`src/rtl/mem_ctrl_pkg.sv`:
```
// Shared definitions for the byte-serial memory controller: widths, IO window bit,
// access-size codes and the arbitrated request record.
package mem_ctrl_pkg;

    localparam int ADDR_WIDTH = 32;
    localparam int DATA_WIDTH = 32;
    localparam int IO_HI_BIT  = 17;

    localparam logic [2:0] W_BYTE = 3'd1;
    localparam logic [2:0] W_HALF = 3'd2;
    localparam logic [2:0] W_WORD = 3'd4;

    typedef enum logic {OWN_IF = 1'b0, OWN_LSB = 1'b1} owner_e;

    typedef struct packed {
        owner_e                  owner;
        logic                    rw;
        logic [ADDR_WIDTH-1:0]   addr;
        logic [2:0]              width;
        logic [DATA_WIDTH-1:0]   data;
    } mem_req_t;

    // Unsupported size codes fall back to a full word.
    function automatic logic [2:0] norm_width(input logic [2:0] w);
        case (w)
            W_BYTE:  return W_BYTE;
            W_HALF:  return W_HALF;
            default: return W_WORD;
        endcase
    endfunction

endpackage

```
`src/rtl/mem_req_arbiter.sv`:
```
// Combinational request select: the LSB port wins over instruction fetch.
module mem_req_arbiter
    import mem_ctrl_pkg::*;
(
    input  logic                  if_enable,
    input  logic [ADDR_WIDTH-1:0] if_addr,
    input  logic                  lsb_enable,
    input  logic                  lsb_rw,
    input  logic [ADDR_WIDTH-1:0] lsb_addr,
    input  logic [DATA_WIDTH-1:0] lsb_data,
    input  logic [2:0]            lsb_width,
    output logic                  valid,
    output mem_req_t              req
);

    always_comb begin
        valid = if_enable | lsb_enable;
        req   = '0;
        if (lsb_enable) begin
            req.owner = OWN_LSB;
            req.rw    = lsb_rw;
            req.addr  = lsb_addr;
            req.width = norm_width(lsb_width);
            req.data  = lsb_data;
        end else begin
            req.owner = OWN_IF;
            req.rw    = 1'b0;
            req.addr  = if_addr;
            req.width = W_WORD;
            req.data  = '0;
        end
    end

endmodule

```
`src/rtl/mem_ctrl.sv`:
```
// Byte-serial controller between core request ports and the 8-bit RAM/IO port.
// Define MEM_CTRL_IO_STALL_EN to hold IO-region write bytes while io_buffer_full is set.
module mem_ctrl
    import mem_ctrl_pkg::*;
(
    input  logic                  clk,
    input  logic                  rst,
    input  logic                  rdy,
    input  logic [7:0]            mem_din,
    output logic [7:0]            mem_dout,
    output logic [ADDR_WIDTH-1:0] mem_a,
    output logic                  mem_wr,
    input  logic                  io_buffer_full,
    input  logic                  if_enable,
    input  logic [ADDR_WIDTH-1:0] if_addr,
    output logic                  if_ok,
    output logic [DATA_WIDTH-1:0] if_data,
    input  logic                  lsb_enable,
    input  logic                  lsb_rw,
    input  logic [ADDR_WIDTH-1:0] lsb_addr,
    input  logic [DATA_WIDTH-1:0] lsb_data,
    input  logic [2:0]            lsb_width,
    output logic                  lsb_ok,
    output logic [DATA_WIDTH-1:0] lsb_rdata,
    input  logic                  mispredict
);

    typedef enum logic [1:0] {S_IDLE, S_READ, S_WRITE, S_DONE} state_e;

    state_e                state_q, state_n;
    logic [2:0]            cnt_q, cnt_n, nxt;
    logic [2:0]            width_q, width_n;
    owner_e                owner_q, owner_n;
    logic [ADDR_WIDTH-1:0] addr_q, addr_n, mem_a_q, mem_a_n;
    logic [DATA_WIDTH-1:0] data_q, data_n, asm_data;
    logic [DATA_WIDTH-1:0] if_data_q, if_data_n, lsb_rdata_q, lsb_rdata_n;
    logic [7:0]            dout_q, dout_n;
    logic                  wr_q, wr_n, if_ok_q, if_ok_n, lsb_ok_q, lsb_ok_n;
    logic                  req_valid, io_stall;
    mem_req_t              req;

    mem_req_arbiter u_arb (
        .if_enable  (if_enable),
        .if_addr    (if_addr),
        .lsb_enable (lsb_enable),
        .lsb_rw     (lsb_rw),
        .lsb_addr   (lsb_addr),
        .lsb_data   (lsb_data),
        .lsb_width  (lsb_width),
        .valid      (req_valid),
        .req        (req)
    );

`ifdef MEM_CTRL_IO_STALL_EN
    assign io_stall = (state_q == S_WRITE) && (mem_a_q[IO_HI_BIT -: 2] == 2'b11) && io_buffer_full;
`else
    logic unused_io_full;
    assign unused_io_full = io_buffer_full;
    assign io_stall       = 1'b0;
`endif

    // Byte cnt-1 of the read arrives on mem_din during cycle cnt.
    always_comb begin
        asm_data = data_q;
        for (int i = 0; i < 4; i++)
            if (cnt_q == 3'(i + 1)) asm_data[8*i +: 8] = mem_din;
    end

    assign nxt = cnt_q + 3'd1;

    always_comb begin
        state_n     = state_q;
        cnt_n       = cnt_q;
        width_n     = width_q;
        owner_n     = owner_q;
        addr_n      = addr_q;
        data_n      = data_q;
        mem_a_n     = mem_a_q;
        dout_n      = dout_q;
        wr_n        = wr_q;
        if_ok_n     = 1'b0;
        lsb_ok_n    = 1'b0;
        if_data_n   = if_data_q;
        lsb_rdata_n = lsb_rdata_q;
        if (rdy) begin
            case (state_q)
                S_IDLE: if (req_valid && (req.rw || !mispredict)) begin
                    state_n = req.rw ? S_WRITE : S_READ;
                    cnt_n   = '0;
                    width_n = req.width;
                    owner_n = req.owner;
                    addr_n  = req.addr;
                    data_n  = req.rw ? req.data : '0;
                    mem_a_n = req.addr;
                    dout_n  = req.data[7:0];
                    wr_n    = req.rw;
                end
                S_READ: if (mispredict) begin
                    state_n = S_IDLE;
                    cnt_n   = '0;
                end else begin
                    if (cnt_q != 3'd0) data_n = asm_data;
                    if (cnt_q == width_q) begin
                        state_n = S_DONE;
                        cnt_n   = '0;
                        if (owner_q == OWN_LSB) begin
                            lsb_ok_n    = 1'b1;
                            lsb_rdata_n = asm_data;
                        end else begin
                            if_ok_n   = 1'b1;
                            if_data_n = asm_data;
                        end
                    end else begin
                        cnt_n = nxt;
                        if (nxt < width_q) mem_a_n = addr_q + ADDR_WIDTH'(nxt);
                    end
                end
                // Committed stores ignore mispredict and always run to completion.
                S_WRITE: if (!io_stall) begin
                    if (nxt < width_q) begin
                        cnt_n   = nxt;
                        mem_a_n = addr_q + ADDR_WIDTH'(nxt);
                        dout_n  = data_q[{nxt[1:0], 3'b000} +: 8];
                    end else begin
                        state_n  = S_DONE;
                        cnt_n    = '0;
                        wr_n     = 1'b0;
                        lsb_ok_n = 1'b1;
                    end
                end
                default: state_n = S_IDLE;
            endcase
        end else if (state_q == S_READ) begin
            // Bytes already in flight may be stale after a freeze; restart the read.
            cnt_n   = '0;
            mem_a_n = addr_q;
        end
    end

    always_ff @(posedge clk) begin
        if (rst) begin
            state_q     <= S_IDLE;
            cnt_q       <= '0;
            width_q     <= '0;
            owner_q     <= OWN_IF;
            addr_q      <= '0;
            data_q      <= '0;
            mem_a_q     <= '0;
            dout_q      <= '0;
            wr_q        <= 1'b0;
            if_ok_q     <= 1'b0;
            lsb_ok_q    <= 1'b0;
            if_data_q   <= '0;
            lsb_rdata_q <= '0;
        end else begin
            state_q     <= state_n;
            cnt_q       <= cnt_n;
            width_q     <= width_n;
            owner_q     <= owner_n;
            addr_q      <= addr_n;
            data_q      <= data_n;
            mem_a_q     <= mem_a_n;
            dout_q      <= dout_n;
            wr_q        <= wr_n;
            if_ok_q     <= if_ok_n;
            lsb_ok_q    <= lsb_ok_n;
            if_data_q   <= if_data_n;
            lsb_rdata_q <= lsb_rdata_n;
        end
    end

    assign mem_a     = mem_a_q;
    assign mem_dout  = dout_q;
    assign mem_wr    = wr_q & rdy & ~io_stall;
    assign if_ok     = if_ok_q;
    assign if_data   = if_data_q;
    assign lsb_ok    = lsb_ok_q;
    assign lsb_rdata = lsb_rdata_q;

endmodule
```
`config.mk`:
```
export PLATFORM = sky130hd
export DESIGN_NAME = mem_ctrl
export DESIGN_NICKNAME = d
export VERILOG_FILES = /design/src/rtl/mem_ctrl_pkg.sv /design/src/rtl/mem_req_arbiter.sv /design/src/rtl/mem_ctrl.sv
export SDC_FILE = /design/constraint.sdc
export NUM_CORES = 1
export LEC_CHECK = 0
export ABC_CLOCK_PERIOD_IN_PS = 6300
export CAP_MARGIN = 20
export CORE_MARGIN = 10
export CORE_UTILIZATION = 34
export DETAILED_ROUTE_END_ITERATION = 7
export PLACE_DENSITY = 0.62
export RECOVER_POWER = 100
export SLEW_MARGIN = 20
export SYNTH_ARGS = -nofsm -noshare
export SYNTH_HDL_FRONTEND = slang
export SYNTH_SLANG_ARGS = --single-unit
export TNS_END_PERCENT = 10
```
`constraint.sdc`:
```
create_clock -name clk -period 6.3 [get_ports clk]
set_clock_uncertainty 0.15 [all_clocks]
set_input_delay 0.63 -clock clk [delete_from_list [all_inputs] [get_ports clk]]
set_output_delay 0.63 -clock clk [all_outputs]
set_load 0.02 [all_outputs]
```
# After elaboration in Yosys (flattened, before gate mapping)
# Index checks and enable logic that the tools add are counted.
# word_totals
input_bits	115
output_inout_bits	107
latchBits	0
n_memories	0
mem_bits_rw	0
wordCells	105
mem_bits_ro	0
regBits	180
# op_classes
add_sub_neg	2
n_mul	0
eq_ne	18
n_div	0
reduce_logical	20
n_bitwise	7
n_lt_le_gt_ge	1
n_mux	43
shift	1
# ops
cell	count
2-to-1 mux 32 bit	10
case mux 32 bit (3 select lines)	1
2-to-1 mux 69 bit	1
case mux 32 bit (2 select lines)	1
2-to-1 mux 8 bit	6
adder 32 x 3 -> 32 bit	1
variable part select 32 x 6 -> 8 bit	1
AND reduction 5 bit	4
2-to-1 mux 3 bit	6
case mux 8 bit (2 select lines)	1
inequality test 3 bit (second input constant)	4
AND reduction 4 bit	3
2-to-1 mux 2 bit	5
inequality test 2 bit (second input constant)	5
== test 3 x 2 -> 1 bit (second input constant)	3
case mux 3 bit (3 select lines)	1
2-to-1 mux 1 bit	7
== test 3 x 1 -> 1 bit (second input constant)	2
case mux 2 bit (3 select lines)	1
case mux 3 bit (2 select lines)	1
AND reduction 3 bit	2
nonzero test 2 bit	3
nonzero test 3 bit	2
NOT 1 bit	5
other kinds (15)	16

# Depth between registers and ports, before layout
# Gate-level depths: netlist of run 1.
# logic_depth
word_depth	8
ltp_mapped	12
depth_no_buf	10

# Modules after synthesis
# Synthesis of run 1 repeated with hierarchy kept, for this count alone.
# unflattened
hier_cells	1134
hier_area_um2	9370.2
# by_module_without_submodules
module	cells_per_inst	area_each_um2	instances	seq_area_each_um2
mem_ctrl	1056	8685.8	1	3603.5
mem_req_arbiter	78	684.4	1	0.0

# Least setup slack after synthesis of run 1
# No wires, ideal clock.
# synth_path
path_kind	register to register
start	register cnt_q[0]
end	register mem_a_q[28], in the netlist mem_a[28]
required_ps	6016
stages_incl_launch_ff	13
setup_ps	134
arrival_time_ps	3624
period_less_slack_ps	3908
path_buffers	2
path_slack_ps	2392
cell_sequence	dfxtp_1 -> clkbuf_1 -> inv_1 -> ha_1 -> clkbuf_1 -> inv_1 -> fa_1 -> and2b_1 -> o2111ai_4 -> nor3_2 -> mux2_1 -> a221oi_1 -> a211oi_1
# synth_via
elab_chain_len	7
elab_cells_between_ends	11
# synth_lines
element	line	text
start, declared	mem_ctrl.sv:31	logic [2:0] cnt_q, cnt_n, nxt;
start signal, assigned	mem_ctrl.sv:157	cnt_q <= cnt_n;
adder 3 x 1 -> 3 bit	mem_ctrl.sv:69	assign nxt = cnt_q + 3'd1;
adder 32 x 3 -> 32 bit or < comparator 3 bit (tied branches)	mem_ctrl.sv:115, mem_ctrl.sv:122, mem_ctrl.sv:120	
2-to-1 mux 32 bit	mem_ctrl.sv:115, mem_ctrl.sv:120	
2-to-1 mux 32 bit	mem_ctrl.sv:103	if (cnt_q == width_q) begin
2-to-1 mux 32 bit	mem_ctrl.sv:98	S_READ: if (mispredict) begin
case mux 32 bit (3 select lines)	mem_ctrl.sv:86	case (state_q)
2-to-1 mux 32 bit	mem_ctrl.sv:85	if (rdy) begin
end signal, assigned	mem_ctrl.sv:162	mem_a_q <= mem_a_n;
end, declared	mem_ctrl.sv:34	logic [ADDR_WIDTH-1:0] addr_q, addr_n, mem_a_q, mem_a_n;
# Several ways; a longest one is shown, not always the timed one. The select of a mux whose other input is x is not followed.
# A chain may end at the register's enable or synchronous reset.

# Worst setup path after layout of run 1
# layout_path
start	register cnt_q[0]
end	register dout_q[2], in the netlist mem_dout[2]
# layout_via
elab_chain_len	4
elab_cells_between_ends	7
# layout_lines
element	line	text
adder 3 x 1 -> 3 bit *	mem_ctrl.sv:69	
variable part select 32 x 6 -> 8 bit or < comparator 3 bit (tied branches)	mem_ctrl.sv:123, mem_ctrl.sv:120	
2-to-1 mux 8 bit or inequality test 2 bit (tied branches)	n/a	
case mux 8 bit (2 select lines) or AND reduction 4 bit (tied branches)	n/a	
end signal, assigned	mem_ctrl.sv:163	dout_q <= dout_n;
end, declared	mem_ctrl.sv:37	logic [7:0] dout_q, dout_n;
# Every way passes the cells marked *; elsewhere a longest branch is shown, timed or not. The select of a mux whose other input is x is not followed.

==> results of run 1 <==
worst max-delay path: stages (launching register included):
cell	delay [ns]
dfxtp_1	0.67
inv_1	0.22
ha_1	0.77
ha_1	0.35
nor2b_1	0.12
o21ai_0	0.48
nand3_1	0.20
a21boi_0	1.31
nor2_1	0.10
a211oi_1	0.25
stage by stage:
step                      cell area, µm²  utilization  cells  hold WS (ns)
final                              12100        0.450   1631         0.301
after detailed placement           11500        0.431   1595         0.295
after global routing               12100        0.450   1629         0.322
after floorplan                     9190            -   1111         0.308
after CTS                          12100        0.452   1626         0.306
after global placement             11500        0.431   1595         0.291
worst min-delay path by stage:
| stage | startpoint | end | slack [ns] | cells after the start |
|---|---|---|---|---|
| after floorplan | width_q[0]$_SDFFE_PP0P_ | width_q[0]$_SDFFE_PP0P_ | 0.31 | 2 |
| after global placement | if_data[0]$_SDFFE_PP0P_ | if_data[0]$_SDFFE_PP0P_ | 0.29 | 2 |
| after detailed placement | if_data[8]$_SDFFE_PP0P_ | if_data[8]$_SDFFE_PP0P_ | 0.30 | 2 |
| after CTS | mem_a[5]$_SDFFE_PP0P_ | mem_a[5]$_SDFFE_PP0P_ | 0.31 | 2 |
| after global routing | if_data[5]$_SDFFE_PP0P_ | if_data[5]$_SDFFE_PP0P_ | 0.32 | 2 |
| final | if_data[5]$_SDFFE_PP0P_ | if_data[5]$_SDFFE_PP0P_ | 0.30 | 2 |
final cells by class:
type,instances,area (µm²)
clock buffer,17,425
timing repair buffer,233,2280
multi-input combinational,819,5100
clock inverter,14,139
sequential,180,3600
inverter,22,82.6
fill,2641,14700
antenna,5,12.5
tap,341,427
cells by family after synthesis:
group,Yosys count
mux,78
compound gates,268
fa+ha+maj,16
flops,180
simple gates,446
xor+xnor,11
buf+inv,112
layer usage:
| metal | part of all wire | vias to the layer above | GRT usage |
|---|---|---|---|
| met5 | 0.00041 | - | 0 |
| met4 | 0.011 | 2 | 0.0436 |
| met1 | 0.47 | 4063 | 0.246 |
| met3 | 0.066 | 28 | 0.0390 |
| met2 | 0.46 | 277 | 0.274 |
| li1 | - | 4294 | - |
sequential cells by signal (all words and copies together), names as in the netlist:
name	flops
addr_q	32
width_q	3
state_q	2
cnt_q	3
data_q	32
mem_dout	8
wr_q	1
lsb_rdata	32
if_data	32
lsb_ok	1
if_ok	1
owner_q	1
mem_a	32
cell usage in the layout, fill, tap and decap left out, drive strengths merged, types with 6 or more instances in the layout:
cell type | synthesis | final
mux2 | 36 | 36
xor2 | 6 | 6
clkdlybuf4s50 | 0 | 110
dlygate4sd3 | 0 | 108
nor3 | 43 | 43
and2 | 6 | 6
a311oi | 10 | 10
buf | 34 | 11
a211oi | 79 | 79
dfxtp | 180 | 180
mux4 | 8 | 8
nand3 | 22 | 22
mux2i | 34 | 34
nor2 | 192 | 192
inv | 22 | 29
a22oi | 34 | 34
or3 | 6 | 6
a21oi | 86 | 86
nand2 | 139 | 139
ha | 15 | 15
o21ai | 9 | 9
clkbuf | 56 | 21
nand4 | 8 | 8
report_power, final:
part	switching, mW	internal [mW]	total (mW)
Sequential	0.0744	1.23	1.30
Clock	0.518	0.523	1.04
Combinational	0.384	0.286	0.670
Total	0.976	2.04	3.01
==> out/summary.txt, run 1 <==
Outcome = finished with violations
Failing checks = capacitance limit, slew limit
Final WL = 31400 µm
Final setup vio count = 0
Post-Synth Simple-Gate Area = 0.213
Drt first pass iters = 5
Share of layout cells above drive strength 1 = 0.0848
Adder-cell share of the synthesized area = 0.0226
Leading cell types by count after synthesis = nor2_1, dfxtp_1, nand2_1, a21oi_1, a211oi_1
Final ANT Viol Nets = 0
Largest area contributor in the netlist = dfxtp_1
CTS buffer count = 17
Depth of the most critical reg-to-reg path = 9
Pin count of the biggest net entering global routing = 93
Warnings from Yosys = 0
Worst r2r src = cnt_q[0]$_SDFFE_PP0P_
Post-synthesis mux area share = 0.101
Per-cell routed wire length = 19.2 µm
First-pass GRT wire length = 47700 µm
Critical Path End = mem_dout[2]$_SDFFE_PP0P_
Initial Util = 0.343
Clk slew on worst S/H paths = 0.07 ns
IO Pins = 222
CP max FO = 16
Clock latency on the worst-skew pair = 0.45 ns
Class of the worst hold path = register to register
FF-to-FF setup slack = 1.58 ns
Post-Synthesis Cells = 1111
Post-CTS Repair Setup Buffers = 0
Die Y = 184 µm
Root Buffer = clkbuf_16
Tmin final = 4.72 ns
Lkg Pwr = 4.58 nW
Layout area overhead = 31.4%
Synth Area in XOR/XNOR = 0.0105
Crit Path Class = register to register
Post-synthesis cell area = 0.00919 mm²
Max-Cap Viols = 5
Period utilisation layout = 0.748
GRT Overall Usage = 0.178
R2r endpoint = mem_dout[2]$_SDFFE_PP0P_
Initial DRC Count = 718
CP Data Required Time = 6.49 ns
CORE AREA = 0.0268 mm²
Grt ovf = 0
Number of synthesized flops with an enable pin = 0
Pre-CTS setup slack = 1.98 ns
Fin. Hold Viols = 0
Clk sinks = 180
Largest family of logic cells by synthesized area = simple AND/OR/NAND/NOR gates
Share of the synthesized area in the top cell type = 0.392
Peak VDD IR = 0.132 mV
Vias = 8664
Critical path capture point type = register
# DRC = 0
Top FF cell, synth = dfxtp_1
CTS hold repair buffers = 0
Vias in the first global route = 8056
Post-route setup TNS = 0 ns
Area contributors post-synth = dfxtp_1, nor2_1, a211oi_1
CP startpoint kind = register
Asr flop ratio synth = 0
Die X = 184 µm
Max-slew violation count = 213
DR vias/cell = 5.31
CTS tree = yes
Max Freq = 0.212 GHz
Flop and latch count out of synthesis = 180
Post-cts sizing count = 0
CTS Buffer Depth = 2
Worst setup path startpoint = cnt_q[0]$_SDFFE_PP0P_
Slew @ Worst Pin = 2.78 ns
Sequential fraction of the synthesis area = 0.392
Initial antenna violation count = 6
Cell variety after synth = 74
Rows = 60
RSZ-0062 raised after global routing = no
Final Net Count = 1404
Die ar. = 0.0340 mm²
Routability congestion estimate = 0.865
# port buffers = 220
Arrival @ worst endpoint = 4.91 ns
H-Tree Depth = 4
Fin worst setup slack = 1.58 ns
DP HPWL = 22200 µm
Worst slew margin = -0.854
Syn nets = 1242
Tot Pwr = 3.01 mW
Synth Area in Compound Gates = 0.210
Syn avg cell area = 8.27 µm²
PwrDens = 249 mW/mm²
Most common cell in the netlist = nor2_1
No activity file was read; power rests on OpenSTA's default activity.
==> run 2: changes to the inputs <==
--- a/config.mk
+++ b/config.mk
@@ -5,12 +5,12 @@
 export SDC_FILE = /design/constraint.sdc
 export NUM_CORES = 1
 export LEC_CHECK = 0
-export ABC_CLOCK_PERIOD_IN_PS = 6300
+export ABC_CLOCK_PERIOD_IN_PS = 4330
 export CAP_MARGIN = 20
 export CORE_MARGIN = 10
 export CORE_UTILIZATION = 34
 export DETAILED_ROUTE_END_ITERATION = 7
-export PLACE_DENSITY = 0.62
+export PLACE_DENSITY = 0.65
 export RECOVER_POWER = 100
 export SLEW_MARGIN = 20
 export SYNTH_ARGS = -nofsm -noshare
==> constraint.sdc (replaced) <==
create_clock -name clk -period 4.33 [get_ports clk]
set_clock_uncertainty 0.15 [all_clocks]
set_input_delay 0.433 -clock clk [delete_from_list [all_inputs] [get_ports clk]]
set_output_delay 0.433 -clock clk [all_outputs]
set_load 0.02 [all_outputs]
==> out/summary.txt, run 2 (same netlist as run 1, synthesis figures left out) <==
Max-slew violation count = 0
Worst r2r src = cnt_q[1]$_SDFFE_PP0P_
R2r endpoint = mem_a[30]$_SDFFE_PP0P_
Per-cell routed wire length = 19.2 µm
Initial antenna violation count = 7
# DRC = 0
First-pass GRT wire length = 48900 µm
DP HPWL = 22500 µm
Die Y = 184 µm
Commonest non-fill, non-tap cell in the layout = nor2_1
CP Data Required Time = 4.47 ns
Fin worst setup slack = 0.785 ns
Final setup vio count = 0
Post-cts sizing count = 0
Fin. Hold Viols = 0
Clk slew on worst S/H paths = 0.08 ns
Pre-CTS setup slack = 1.01 ns
IO Pins = 222
Final Net Count = 1410
Slew @ Worst Pin = 1.31 ns
Initial DRC Count = 743
Die ar. = 0.0340 mm²
Final Util = 0.454
Class of the worst hold path = register to register
# port buffers = 220
Min-Delay Startpoint = mem_a[4]$_SDFFE_PP0P_
Grt ovf = 0
Critical path capture point type = register
Clk sinks = 180
Period utilisation layout = 0.819
RSZ-0062 raised after global routing = no
Post-CTS Repair Setup Buffers = 0
Worst hold slack = 0.302 ns
Tot Pwr = 4.43 mW
Vias in the first global route = 8351
CP max-delay cell = nor4_1
CTS tree = yes
Routability congestion estimate = 0.907
Share of layout cells above drive strength 1 = 0.0921
DP Area = 0.0116 mm²
Crit-path cells = inv_1 > ha_1 > inv_1 > fa_1 > and2b_1 > o2111ai_4 > nor4_1 > mux2_1 > a211oi_1 > a211oi_1
Lkg Pwr = 4.64 nW
Max-Cap Viols = 0
Commonest cells after routing, fill and taps aside = nor2_1, dfxtp_1, nand2_1
CP max FO = 7
Vias = 8742
Switching part of the total power = 0.327
Critical path's top delay family = simple AND/OR/NAND/NOR gates
P_int = 2.98 mW
Root Buffer = clkbuf_16
DR vias/cell = 5.34
PwrDens = 364 mW/mm²
CTS Buffer Depth = 2
Final ANT Viol Nets = 0
Switch Pwr = 1.45 mW
Clock latency on the worst-skew pair = 0.44 ns
FF-to-FF setup slack = 0.79 ns
Outcome = complete, no violations
Post-route setup TNS = 0 ns
Seq pwr share = 0.427
Rows = 60
Crit Path Class = register to register
Depth of the most critical reg-to-reg path = 10
CP max stage delay = 0.64 ns
Hold Crit Endpoint = mem_a[4]$_SDFFE_PP0P_
Tmin final = 3.54 ns
Buf/Inv on CP = 2
Arrival @ worst endpoint = 3.69 ns
Hold-critical path depth = 2
Clock share of power = 0.350
CP startpoint kind = register
Final Non-Filler Cells = 1638
Final instance area = 0.0122 mm²
Peak VDD IR = 0.297 mV
GRT Overall Usage = 0.182
Drt first pass iters = 6
Worst slew margin = 0.124
Placed insts = 1601
Die X = 184 µm
Initial Util = 0.343
Combinational Power Share = 0.223
Final WL = 31400 µm
H-Tree Depth = 4
Layout area overhead = 32.3%
CTS hold repair buffers = 0
CTS buffer count = 17
Pin count of the biggest net entering global routing = 100
Critical Path Stages = 10
CORE AREA = 0.0268 mm²
Max Freq = 0.282 GHz
[run 2: cell types whose count changed in the layout (fill, tap and decap cells not counted), moves of 2 or more]
cell / delta
buf_4: +4
clkbuf_2: +3
clkinvlp_4: -2
inv_8: +2
[run 2: area by class of cell]
class                           instances  area (µm²)
Fill cell                            2579       14600
Multi-Input combinational cell        819        5100
Sequential cell                       180        3600
Timing Repair Buffer                  239        2340
Clock buffer                           18         429
Tap cell                              341         427
Clock inverter                         14         158
Inverter                               22        82.6
Antenna cell                            5        12.5
[run 2: worst max-delay path by stage]
| stage | endpoint | start | slack [ns] |
|---|---|---|---|
| global route | mem_a[30]$_SDFFE_PP0P_ | cnt_q[1]$_SDFFE_PP0P_ | 0.51 |
| detailed placement | mem_a[28]$_SDFFE_PP0P_ | cnt_q[0]$_SDFFE_PP0P_ | 1.01 |
| global placement | mem_a[28]$_SDFFE_PP0P_ | cnt_q[0]$_SDFFE_PP0P_ | 1.05 |
| floorplan | mem_a[28]$_SDFFE_PP0P_ | cnt_q[0]$_SDFFE_PP0P_ | 0.42 |
| CTS | mem_a[28]$_SDFFE_PP0P_ | cnt_q[1]$_SDFFE_PP0P_ | 0.99 |
| finish | mem_a[30]$_SDFFE_PP0P_ | cnt_q[1]$_SDFFE_PP0P_ | 0.79 |
[run 2: power by group through the flow]
stage	sequential (mW)	combinational (mW)	clock [mW]
2_1_floorplan	1.96	0.557	0
3_3_place_gp	1.92	0.997	0
3_5_place_dp	1.93	1.01	0
4_1_cts	1.89	1.01	1.58
5_1_grt	1.91	1.09	1.64
6_report	1.89	0.986	1.55
[run 2: worst min-delay path, cell delays in order, from the launching register on]
cell     delay [ns]
dfxtp_1        0.31
nand2_1        0.05
a21oi_1        0.05
[run 2: per-layer routing]
layer / routed length (µm) / GRT usage / part of all wire / vias up
met5: 36 / 0 / 0.0011 / -
met4: 707 / 0.0646 / 0.023 / 6
met1: 14300 / 0.246 / 0.45 / 4091
met2: 14200 / 0.276 / 0.45 / 285
li1: - / - / - / 4316
met3: 2140 / 0.0419 / 0.068 / 44
